[config.mk]
export PLATFORM = sky130hd
export DESIGN_NAME = uart_card_bridge
export DESIGN_NICKNAME = d
export VERILOG_FILES = /design/src/rtl/uart_card_bridge.sv
export SDC_FILE = /design/constraint.sdc
export NUM_CORES = 1
export LEC_CHECK = 0
export ABC_AREA = 1
export CAP_MARGIN = 0
export CORE_ASPECT_RATIO = 0.9
export CORE_MARGIN = 10
export CORE_UTILIZATION = 30
export CTS_CLUSTER_DIAMETER = 30
export DETAILED_ROUTE_END_ITERATION = 16
export PLACE_DENSITY = 0.54
export SLEW_MARGIN = 10
export SYNTH_ARGS = -nofsm -noshare
export SYNTH_HDL_FRONTEND = slang
export SYNTH_SLANG_ARGS = --single-unit
[constraint.sdc]
create_clock -name CLOCK50 -period 2.22 [get_ports CLOCK50]
set_clock_uncertainty 0.15 [all_clocks]
set_input_delay 0.666 -clock CLOCK50 [delete_from_list [all_inputs] [get_ports CLOCK50]]
set_output_delay 0.666 -clock CLOCK50 [all_outputs]
set_load 0.02 [all_outputs]
[src/rtl/uart_card_bridge.sv]
// uart_card_bridge: parses host command frames from the UART byte stream,
// drives the SD-card driver command/data channels, and returns read blocks
// plus a status byte. Stalled driver handshakes are aborted by a timeout.
`timescale 1ns/1ps
module uart_card_bridge #(
  parameter int unsigned ADDR_W    = 32,
  parameter int unsigned BLOCK_LEN = 512,
  parameter int unsigned TIMEOUT   = 5_000_000
) (
  input  logic              CLOCK50,
  input  logic              RESET,
  input  logic              RX_STB,
  input  logic [7:0]        RX_DAT,
  output logic              RX_ACK,
  output logic              TX_STB,
  output logic [7:0]        TX_DAT,
  input  logic              TX_ACK,
  output logic              WR_STB,
  output logic [ADDR_W-1:0] WR_ADDR,
  input  logic              WR_ACK,
  output logic              WD_STB,
  output logic [7:0]        WD_DATA,
  input  logic              WD_ACK,
  output logic              RD_STB,
  output logic [ADDR_W-1:0] RD_ADDR,
  input  logic              RD_ACK,
  input  logic              RES_STB,
  input  logic [7:0]        RES_DATA,
  output logic              RES_ACK,
  output logic              BUSY
);

  localparam int unsigned ADDR_BYTES = ADDR_W / 8;
  localparam int unsigned CNT_MAX    = (BLOCK_LEN > ADDR_BYTES) ? BLOCK_LEN : ADDR_BYTES;
  localparam int unsigned CNT_W      = $clog2(CNT_MAX + 1);
  localparam int unsigned TO_W       = $clog2(TIMEOUT + 1);

  localparam logic [7:0] OP_WRITE  = 8'h57;
  localparam logic [7:0] OP_READ   = 8'h52;
  localparam logic [7:0] OP_PING   = 8'h50;
  localparam logic [7:0] ST_OK     = 8'h00;
  localparam logic [7:0] ST_PING   = 8'hA5;
  localparam logic [7:0] ST_BADOP  = 8'hE1;
  localparam logic [7:0] ST_TMO    = 8'hE2;
  localparam logic [7:0] PAD_BYTE  = 8'hFF;

  typedef enum logic [2:0] {
    S_IDLE, S_ADDR, S_WCMD, S_WDATA, S_DRAIN, S_RCMD, S_RDATA, S_STATUS
  } state_e;

  state_e              state_q, state_d;
  logic                is_wr_q, is_wr_d;
  logic [ADDR_W-1:0]   addr_q, addr_d;
  logic [CNT_W-1:0]    cnt_q, cnt_d;
  logic [TO_W-1:0]     to_cnt_q, to_cnt_d;
  logic                pad_q, pad_d;
  logic [7:0]          status_q, status_d;
  logic                tx_stb_q, tx_stb_d;
  logic [7:0]          tx_dat_q, tx_dat_d;
  logic                wd_stb_q, wd_stb_d;
  logic [7:0]          wd_data_q, wd_data_d;
  logic                rx_ack_q, rx_ack_d;
  logic                res_ack_q, res_ack_d;
  logic                wr_stb_q, wr_stb_d;
  logic                rd_stb_q, rd_stb_d;
  logic                busy_q, busy_d;

  logic rx_fire, tx_fire, wr_fire, wd_fire, rd_fire, res_fire;
  logic stall, timeout;

  assign rx_fire  = RX_STB && rx_ack_q;
  assign tx_fire  = tx_stb_q && TX_ACK;
  assign wr_fire  = wr_stb_q && WR_ACK;
  assign wd_fire  = wd_stb_q && WD_ACK;
  assign rd_fire  = rd_stb_q && RD_ACK;
  assign res_fire = RES_STB && res_ack_q;

  // Driver-side stall detection; host RX and TX waits are never timed
  always_comb begin
    stall = (wr_stb_q && !WR_ACK) || (wd_stb_q && !WD_ACK) || (rd_stb_q && !RD_ACK) ||
            (state_q == S_RDATA && !tx_stb_q && !RES_STB && !pad_q);
    timeout = stall && (to_cnt_q == TO_W'(TIMEOUT - 1));
  end

  // Next-state, datapath and registered-output computation
  always_comb begin
    state_d   = state_q;
    is_wr_d   = is_wr_q;
    addr_d    = addr_q;
    cnt_d     = cnt_q;
    pad_d     = pad_q;
    status_d  = status_q;
    tx_stb_d  = tx_stb_q;
    tx_dat_d  = tx_dat_q;
    wd_stb_d  = wd_stb_q;
    wd_data_d = wd_data_q;
    to_cnt_d  = to_cnt_q;

    unique case (state_q)
      S_IDLE: begin
        if (rx_fire) begin
          cnt_d = '0;
          case (RX_DAT)
            OP_WRITE: begin state_d = S_ADDR; is_wr_d = 1'b1; end
            OP_READ:  begin state_d = S_ADDR; is_wr_d = 1'b0; end
            OP_PING:  begin state_d = S_STATUS; tx_stb_d = 1'b1; tx_dat_d = ST_PING; end
            default:  begin state_d = S_STATUS; tx_stb_d = 1'b1; tx_dat_d = ST_BADOP; end
          endcase
        end
      end
      S_ADDR: begin
        if (rx_fire) begin
          addr_d = (addr_q << 8) | ADDR_W'(RX_DAT);
          if (cnt_q == CNT_W'(ADDR_BYTES - 1)) begin
            cnt_d   = '0;
            state_d = is_wr_q ? S_WCMD : S_RCMD;
          end else begin
            cnt_d = cnt_q + 1'b1;
          end
        end
      end
      S_WCMD: begin
        if (wr_fire)      state_d = S_WDATA;
        else if (timeout) state_d = S_DRAIN;
      end
      S_WDATA: begin
        // cnt counts host bytes accepted, so DRAIN knows how many remain
        if (rx_fire) begin
          wd_data_d = RX_DAT;
          wd_stb_d  = 1'b1;
          cnt_d     = cnt_q + 1'b1;
        end else if (wd_fire) begin
          wd_stb_d = 1'b0;
          if (cnt_q == CNT_W'(BLOCK_LEN)) begin
            state_d  = S_STATUS;
            tx_stb_d = 1'b1;
            tx_dat_d = ST_OK;
          end
        end else if (timeout) begin
          wd_stb_d = 1'b0;
          if (cnt_q == CNT_W'(BLOCK_LEN)) begin
            state_d  = S_STATUS;
            tx_stb_d = 1'b1;
            tx_dat_d = ST_TMO;
          end else begin
            state_d = S_DRAIN;
          end
        end
      end
      S_DRAIN: begin
        if (rx_fire) begin
          if (cnt_q == CNT_W'(BLOCK_LEN - 1)) begin
            state_d  = S_STATUS;
            tx_stb_d = 1'b1;
            tx_dat_d = ST_TMO;
          end else begin
            cnt_d = cnt_q + 1'b1;
          end
        end
      end
      S_RCMD: begin
        if (rd_fire) begin
          state_d  = S_RDATA;
          pad_d    = 1'b0;
          status_d = ST_OK;
        end else if (timeout) begin
          state_d  = S_RDATA;
          pad_d    = 1'b1;
          status_d = ST_TMO;
        end
      end
      S_RDATA: begin
        // cnt counts bytes delivered to TX; the block is always full length
        if (tx_fire) begin
          tx_stb_d = 1'b0;
          if (cnt_q == CNT_W'(BLOCK_LEN - 1)) begin
            state_d  = S_STATUS;
            tx_stb_d = 1'b1;
            tx_dat_d = status_q;
          end else begin
            cnt_d = cnt_q + 1'b1;
          end
        end else if (!tx_stb_q) begin
          if (pad_q) begin
            tx_stb_d = 1'b1;
            tx_dat_d = PAD_BYTE;
          end else if (res_fire) begin
            tx_stb_d = 1'b1;
            tx_dat_d = RES_DATA;
          end else if (timeout) begin
            pad_d    = 1'b1;
            status_d = ST_TMO;
          end
        end
      end
      S_STATUS: begin
        if (tx_fire) begin
          tx_stb_d = 1'b0;
          state_d  = S_IDLE;
        end
      end
      default: state_d = S_IDLE;
    endcase

    if ((state_d != state_q) || rx_fire || tx_fire || wr_fire || wd_fire ||
        rd_fire || res_fire || timeout) begin
      to_cnt_d = '0;
    end else if (stall) begin
      to_cnt_d = to_cnt_q + 1'b1;
    end

    rx_ack_d  = (state_d == S_IDLE) || (state_d == S_ADDR) || (state_d == S_DRAIN) ||
                (state_d == S_WDATA && !wd_stb_d);
    res_ack_d = (state_d == S_RDATA) && !tx_stb_d && !pad_d;
    wr_stb_d  = (state_d == S_WCMD);
    rd_stb_d  = (state_d == S_RCMD);
    busy_d    = (state_d != S_IDLE);
  end

  // State and output registers with synchronous reset
  always_ff @(posedge CLOCK50) begin
    if (RESET) begin
      state_q   <= S_IDLE;
      is_wr_q   <= 1'b0;
      addr_q    <= '0;
      cnt_q     <= '0;
      to_cnt_q  <= '0;
      pad_q     <= 1'b0;
      status_q  <= '0;
      tx_stb_q  <= 1'b0;
      tx_dat_q  <= '0;
      wd_stb_q  <= 1'b0;
      wd_data_q <= '0;
      rx_ack_q  <= 1'b1;
      res_ack_q <= 1'b0;
      wr_stb_q  <= 1'b0;
      rd_stb_q  <= 1'b0;
      busy_q    <= 1'b0;
    end else begin
      state_q   <= state_d;
      is_wr_q   <= is_wr_d;
      addr_q    <= addr_d;
      cnt_q     <= cnt_d;
      to_cnt_q  <= to_cnt_d;
      pad_q     <= pad_d;
      status_q  <= status_d;
      tx_stb_q  <= tx_stb_d;
      tx_dat_q  <= tx_dat_d;
      wd_stb_q  <= wd_stb_d;
      wd_data_q <= wd_data_d;
      rx_ack_q  <= rx_ack_d;
      res_ack_q <= res_ack_d;
      wr_stb_q  <= wr_stb_d;
      rd_stb_q  <= rd_stb_d;
      busy_q    <= busy_d;
    end
  end

  assign RX_ACK  = rx_ack_q;
  assign TX_STB  = tx_stb_q;
  assign TX_DAT  = tx_dat_q;
  assign WR_STB  = wr_stb_q;
  assign WR_ADDR = addr_q;
  assign WD_STB  = wd_stb_q;
  assign WD_DATA = wd_data_q;
  assign RD_STB  = rd_stb_q;
  assign RD_ADDR = addr_q;
  assign RES_ACK = res_ack_q;
  assign BUSY    = busy_q;

endmodule

### After elaboration in Yosys (flattened, before gate mapping)

Index checks and enable logic that the tools add are counted.

| cells by class | value |
|---|---|
| add/sub/neg operators | 2 |
| equality and inequality tests | 38 |
| multiplexer cells | 77 |
| bitwise logic cells | 1 |
| reductions and logical operators | 53 |

Operator list:

| cell | number |
|---|---|
| two-way mux 8 bit | 19 |
| two-way mux 10 bit | 7 |
| two-way mux 3 bit | 17 |
| one-hot mux 10 bit (5 select lines) | 1 |
| bitwise OR 32 x 8 -> 32 bit | 1 |
| one-hot mux 8 bit (2 select lines) | 2 |
| one-hot mux 8 bit (4 select lines) | 1 |
| != test 2 bit (second input constant) | 13 |
| two-way mux 1 bit | 25 |
| == test 8 x 7 -> 1 bit (second input constant) | 3 |
| one-hot mux 3 bit (8 select lines) | 1 |
| adder 23 x 1 -> 23 bit (second input constant) | 1 |
| == test 23 bit (second input constant) | 1 |
| == test 3 bit (second input constant) | 7 |
| logical AND 1 bit | 16 |
| logical OR 1 bit | 13 |
| == test 3 x 2 -> 1 bit (second input constant) | 4 |
| AND reduction 11 bit | 1 |
| adder 10 x 1 -> 10 bit (second input constant) | 1 |
| == test 10 bit (second input constant) | 1 |
| == test 10 x 2 -> 1 bit (second input constant) | 1 |
| == test 10 x 9 -> 1 bit (second input constant) | 1 |
| logical NOT 1 bit | 9 |
| == test 3 x 1 -> 1 bit (second input constant) | 2 |
| other kinds (17) | 23 |

| storage, ports and cells | value |
|---|---|
| register bits after elaboration | 101 |
| input port bits | 24 |
| output and inout bits | 87 |

### Longest topological paths before layout

| logic depth | value |
|---|---|
| word-level depth | 19 |
| gate-level depth with buffers | 15 |

### Least setup slack after synthesis

Ideal clock, no wire load.

| timing path | value |
|---|---|
| path kind | in2reg |
| start point | input port WR_ACK |
| end point | register to_cnt_q[15] |
| setup time | 0.078 ns |
| data arrival time | 1.780 ns |
| data required time | 1.992 ns |
| path slack | 0.212 ns |
| stages on the path | 10 |
| path through | inv_1 nand2_1 nand3_1 nor2_8 nor2_8 nand2_1 and2_1 inv_1 buf_2 nor3_1 |

| on the way | value |
|---|---|
| word-level cells in the longest chain between the ends | 19 |
| elaborated cells on any way between the ends | 24 |

RTL lines:

| item | RTL line | RTL |
|---|---|---|
| from (decl) | 20 | `input logic WR_ACK,` |
| logical NOT 1 bit | 80 | `stall = (wr_stb_q && !WR_ACK) \|\| (wd_stb_q && !WD_ACK) \|\| (rd_stb_q && !RD_ACK) \|\|` |
| logical AND 1 bit | 80 |  |
| logical OR 1 bit (3 in series) | 80 |  |
| logical AND 1 bit | 82 | `timeout = stall && (to_cnt_q == TO_W'(TIMEOUT - 1));` |
| two-way mux 3 bit | 139 | `end else if (timeout) begin` |
| two-way mux 3 bit | 132 | `end else if (wd_fire) begin` |
| two-way mux 3 bit | 128 | `if (rx_fire) begin` |
| one-hot mux 3 bit (8 select lines) | 99 | `unique case (state_q)` |
| != test 3 bit | 205 | `if ((state_d != state_q) \|\| rx_fire \|\| tx_fire \|\| wr_fire \|\| wd_fire \|\|` |
| logical OR 1 bit (5 in series) | 205 |  |
| logical OR 1 bit (2 in series) | 206 | `rd_fire \|\| res_fire \|\| timeout) begin` |
| OR reduction 2 bit (no source line) | - |  |
| to (signal assigned) | 244 | `to_cnt_q <= to_cnt_d;` |
| to (decl) | 55 | `logic [TO_W-1:0] to_cnt_q, to_cnt_d;` |

Parallel ways exist; a longest one is shown, timed or not.
A chain may end at the register's enable or synchronous reset.

### Worst setup path after layout

| timing path | value |
|---|---|
| start point | register addr_q[9], in the netlist RD_ADDR[9] |
| end point | output port RD_ADDR[9] |

RTL lines:

| item | RTL line | RTL |
|---|---|---|
| from (decl) | 53 | `logic [ADDR_W-1:0] addr_q, addr_d;` |
| from (signal assigned) | 242 | `addr_q <= addr_d;` |
| to (decl) | 25 | `output logic [ADDR_W-1:0] RD_ADDR,` |

No word-level cell between the ends.

==> run summary <==
## Critical path
* **Worst path slowest cell** clkdlybuf4s50_1
* **register-to-register setup slack** 0.12 ns
* **type of the setup path with the least slack** reg -> out
* **Critical Path, Cell by Cell** clkdlybuf4s50_1
* **capturing point of the worst reg2reg path** RES_ACK$_SDFF_PP0_
* **largest stage delay on the critical path** 0.63 ns
* **top cell family by delay on the critical path** buffers and inverters
* **worst reg2reg path startpoint** to_cnt_q[0]$_SDFFE_PP0P_
* **Buffers & Inverters on Critical Path** 1
* **depth of the worst register-to-register path** 13
* **critical path arrival** 1.36 ns
* **highest fanout seen on the critical path** 4
* **Req. time, crit path** 1.40 ns
* **endpoint type of the worst setup path** primary output
* **kind of launch point of the worst setup path** flip-flop

## Job
* **Max Cap Viol** 0

## GRT
* **grt met2 use** 21.26%
* **global-route wire length before repair** 26,590 µm
* **Global Route met3 Usage** 4.067%
* **pin count of the biggest net entering global routing** 42
* **overall track demand over capacity in global routing** 13.90%
* **antenna violations before repair** 0
* **via count of the first global-routing pass** 4,997
* **most crowded layer after global routing** met2
* **global-route met1 utilization** 18.32%
* **overflow left after global routing** 0

## Timing
* **Setup Total Neg Slack** 0 ns
* **transition time of the tightest slew-check pin** 0.4469 ns
* **# setup viols final** 0
* **maximum clock frequency** 460.2 MHz
* **portion of the clock cycle consumed by the worst path in the final layout** 97.89%
* **worst rel slew slack** 70.10%
* **shortest period the worst path allows** 2.173 ns
* **unrepaired setup endpoints after global routing** true
* **number of endpoints with negative hold slack in the final report** 0
* **number of pins with negative max-slew slack in the final report** 0
* **Final WS setup** 0.04688 ns

## Detailed routing
* **vias** 5,253
* **detailed-route DRC error count** 0
* **Vias per Instance** 4.596
* **starting DRC count in detailed routing** 305
* **Avg WL per Cell** 14.40 µm
* **Initial DRT Pass Iterations** 5
* **number of nets with antenna violations after detailed routing** 0
* **DRT Wirelength** 16,460 µm

## Die
* **chip height** 145.2 µm
* **Site Rows** 45
* **initial cell density of the core** 30.71%
* **Die W** 159.1 µm
* **number of top-level pins** 111
* **DIE AREA** 23,090 µm²
* **area of the core** 17,000 µm²

## Power and ir drop
* **Int Power** 4145 µW
* **Clk network pwr share** 22.2%
* **reported leakage power** 0.003840 µW
* **Switching Power** 2936 µW
* **PwrDens** 947.9 nW/µm²
* **IR drop worst, VDD** 0.4383 mV
* **switching fraction of total power** 41.46%
* **portion of total power attributed to combinational logic** 46.0%
* **portion of total power attributed to sequential cells** 31.8%

## Finish
* **final instance area** 7470 µm²
* **Final Net Count** 930
* **number of inserted diodes** 0
* **Fillers** 1,754
* **fraction of final layout cells sized beyond drive strength 1** 18.94%
* **Area Overhead vs Synth** 43.03%

## Logic synthesis
* **EDFF count, synth** 0
* **post-synth cell types** 46
* **Synth Instances** 748
* **prevailing post-synth register cell** dfxtp_1
* **async set or reset register ratio after synthesis** 0%
* **yosys warns** 0
* **number of nets in the synthesized netlist** 775
* **area of the mapped netlist** 5223 µm²
* **synthesis-stage register bit count** 101
* **post-synthesis sequential area ratio** 38.72%
* **Mean Syn Cell Area** 6.982 µm²

## Clock network
* **Inserted Clock Buffers** 9
* **Max H-tree Level** 3
* **Clock Pin Slew Worst Setup and Hold Paths** 0.07 ns
* **root buf cell** clkbuf_16
* **Longest Clk Path Bufs** 2
* **number of sinks driven by the clock tree** 101
* **TritonCTS clock tree** done
* **clock insertion delay at the later pin of the skew report** 0.36 ns

## Hold path
* **Hold Path Origin** TX_DAT[5]$_SDFFE_PP0P_
* **endpoint of the worst hold-timing path** TX_DAT[5]$_SDFFE_PP0P_
* **Min-Delay Path Depth** 2
* **worst hold path class** reg -> reg

## Placement
* **GP Congestion** 0.9002
* **count of input and output buffers** 110
* **worst setup timing slack at the placement stage** -0.4974 ns
* **post-DP HPWL** 12,680 µm
* **post-place instance area** 6947 µm²

## Status
* **outcome** completed

[cell usage in the layout (no fill, tap or decap), types with 3 or more instances in the layout]
cell type / netlist / routed
buf_6: 0 / 3
nand4_1: 15 / 15
o21ai_0: 52 / 49
nand3_1: 36 / 33
nor3_1: 23 / 21
nor2_2: 7 / 10
nand2_1: 139 / 126
a21oi_2: 0 / 3
buf_4: 35 / 78
xor2_1: 9 / 9
inv_1: 72 / 66
o221ai_1: 5 / 5
nor2_1: 126 / 120
nand3_2: 4 / 7
inv_2: 5 / 11
o21a_1: 3 / 3
clkdlybuf4s50_1: 0 / 47
dfxtp_1: 101 / 100
o21ai_1: 4 / 7
nor2_4: 2 / 5
clkbuf_16: 0 / 9
nand2_4: 1 / 4
nor2_8: 3 / 3
nor3_2: 2 / 3
nand2_2: 6 / 16
dlymetal6s2s_1: 0 / 41
a21oi_1: 44 / 42
buf_12: 0 / 3
o22ai_1: 4 / 4
nor3b_1: 9 / 9
dlygate4sd2_1: 0 / 22
[repair_timing]
item	4_1_cts	5_1_grt
buffers inserted	2	1
hold buffers	0	0
pin swaps	11	15
gates cloned	1	0
resized for setup	35	75
setup endpoints to repair	53	83
[metal layers]
metal  part of all wire (%)  vias up
li1                       -     2718
met1                     48     2371
met2                     44      147
met3                    6.6       17
met4                    1.7        0
met5                      0        -
[flip-flops by register name, indices dropped and copies added, names as in the netlist]
signal / flops
RD_ADDR: 32
state_q: 3
to_cnt_q: 23
BUSY: 1
RES_ACK: 1
status_q: 8
WD_STB: 1
TX_DAT: 8
RD_STB: 1
cnt_q: 10
TX_STB: 1
is_wr_q: 1
WD_DATA: 8
pad_q: 1
RX_ACK: 1
WR_STB: 1
[cell families (layout without fill, tap and decap cells)]
| group | after synthesis | count (layout) | share of synthesized area, % |
|---|---|---|---|
| buffers and inverters | 129 | 288 | 11.86 |
| adder cells (fa/ha/maj) | 3 | 3 | 0.7188 |
| flip-flops | 101 | 101 | 38.72 |
| AND/OR/NAND/NOR | 383 | 383 | 33.97 |
| AO/OA/AOI/OAI | 122 | 123 | 13.06 |
| XOR/XNOR | 10 | 10 | 1.677 |
[stage by stage]
step | utilization [%] | total power, µW | hold slack, ns | std cells
floorplan | - | 4161 | 0.2907 | 748
global placement | 40.85 | 5501 | 0.2971 | 1124
detailed placement | 40.85 | 5484 | 0.3029 | 1124
CTS | 42.68 | 7113 | 0.3148 | 1142
global route | 43.93 | 7578 | 0.3414 | 1143
finish | 43.93 | 7080 | 0.3123 | 1143
[cells in the mapped netlist (2+ instances only)]
cell type,instances,area share (%)
nand4_1,15,1.8
ha_1,3,0.72
o21a_1,3,0.43
nor3_1,23,2.2
nand3_1,36,3.4
o22ai_1,4,0.48
clkbuf_1,12,0.86
nor2_2,7,0.84
nor2_4,2,0.43
nor2_1,126,9.1
nor3_2,2,0.38
a211oi_1,2,0.29
nor2_8,3,1.2
inv_1,72,5.2
nand2_1,139,10
nand2_2,6,0.72
dfxtp_1,101,39
nor4_1,3,0.36
nand3_2,4,0.77
nor3b_1,9,1.3
buf_4,35,5.0
buf_2,3,0.29
xor2_1,9,1.5
a21oi_1,44,4.2
o21ai_1,4,0.38
o21ai_0,52,5.0
and2_1,2,0.24
o221ai_1,5,0.84
inv_2,5,0.36
[area by class of cell]
type / count / area (µm²) / share of cell area [%]
Inverter: 78 / 292.8 / 3.920
Tap cell: 235 / 294.0 / 3.936
Clock buffer: 9 / 225.2 / 3.015
Timing Repair Buffer: 194 / 1856 / 24.84
Sequential cell: 101 / 2023 / 27.09
Clock inverter: 7 / 63.81 / 0.8543
Multi-Input combinational cell: 519 / 2715 / 36.35
[how the worst max path moves through the flow]
stage / start / end / slack (ns) / depth (start not counted)
floorplan: WR_ACK / to_cnt_q[15]$_SDFFE_PP0P_ / 0.21 / 10
global placement: RX_DAT[0] / TX_STB$_SDFF_PP0_ / -0.51 / 10
detailed placement: WD_ACK / BUSY$_SDFF_PP0_ / -0.50 / 16
CTS: WR_ACK / RD_STB$_SDFF_PP0_ / 0.001 / 12
global route: RX_STB / TX_DAT[0]$_SDFFE_PP0P_ / -0.09 / 11
finish: RD_ADDR[9]$_SDFFE_PP0P_ / RD_ADDR[9] / 0.05 / 1
[power by group through the flow]
stage                     sequential (µW)  combinational (µW)  clock, µW
after CTS                            2260                3220       1630
after floorplan                      2480                1680          0
after detailed placement             2300                3180          0
after global placement               2310                3190          0
final                                2250                3260       1570
after global routing                 2300                3580       1700
Power figures use the tool's default switching activity.
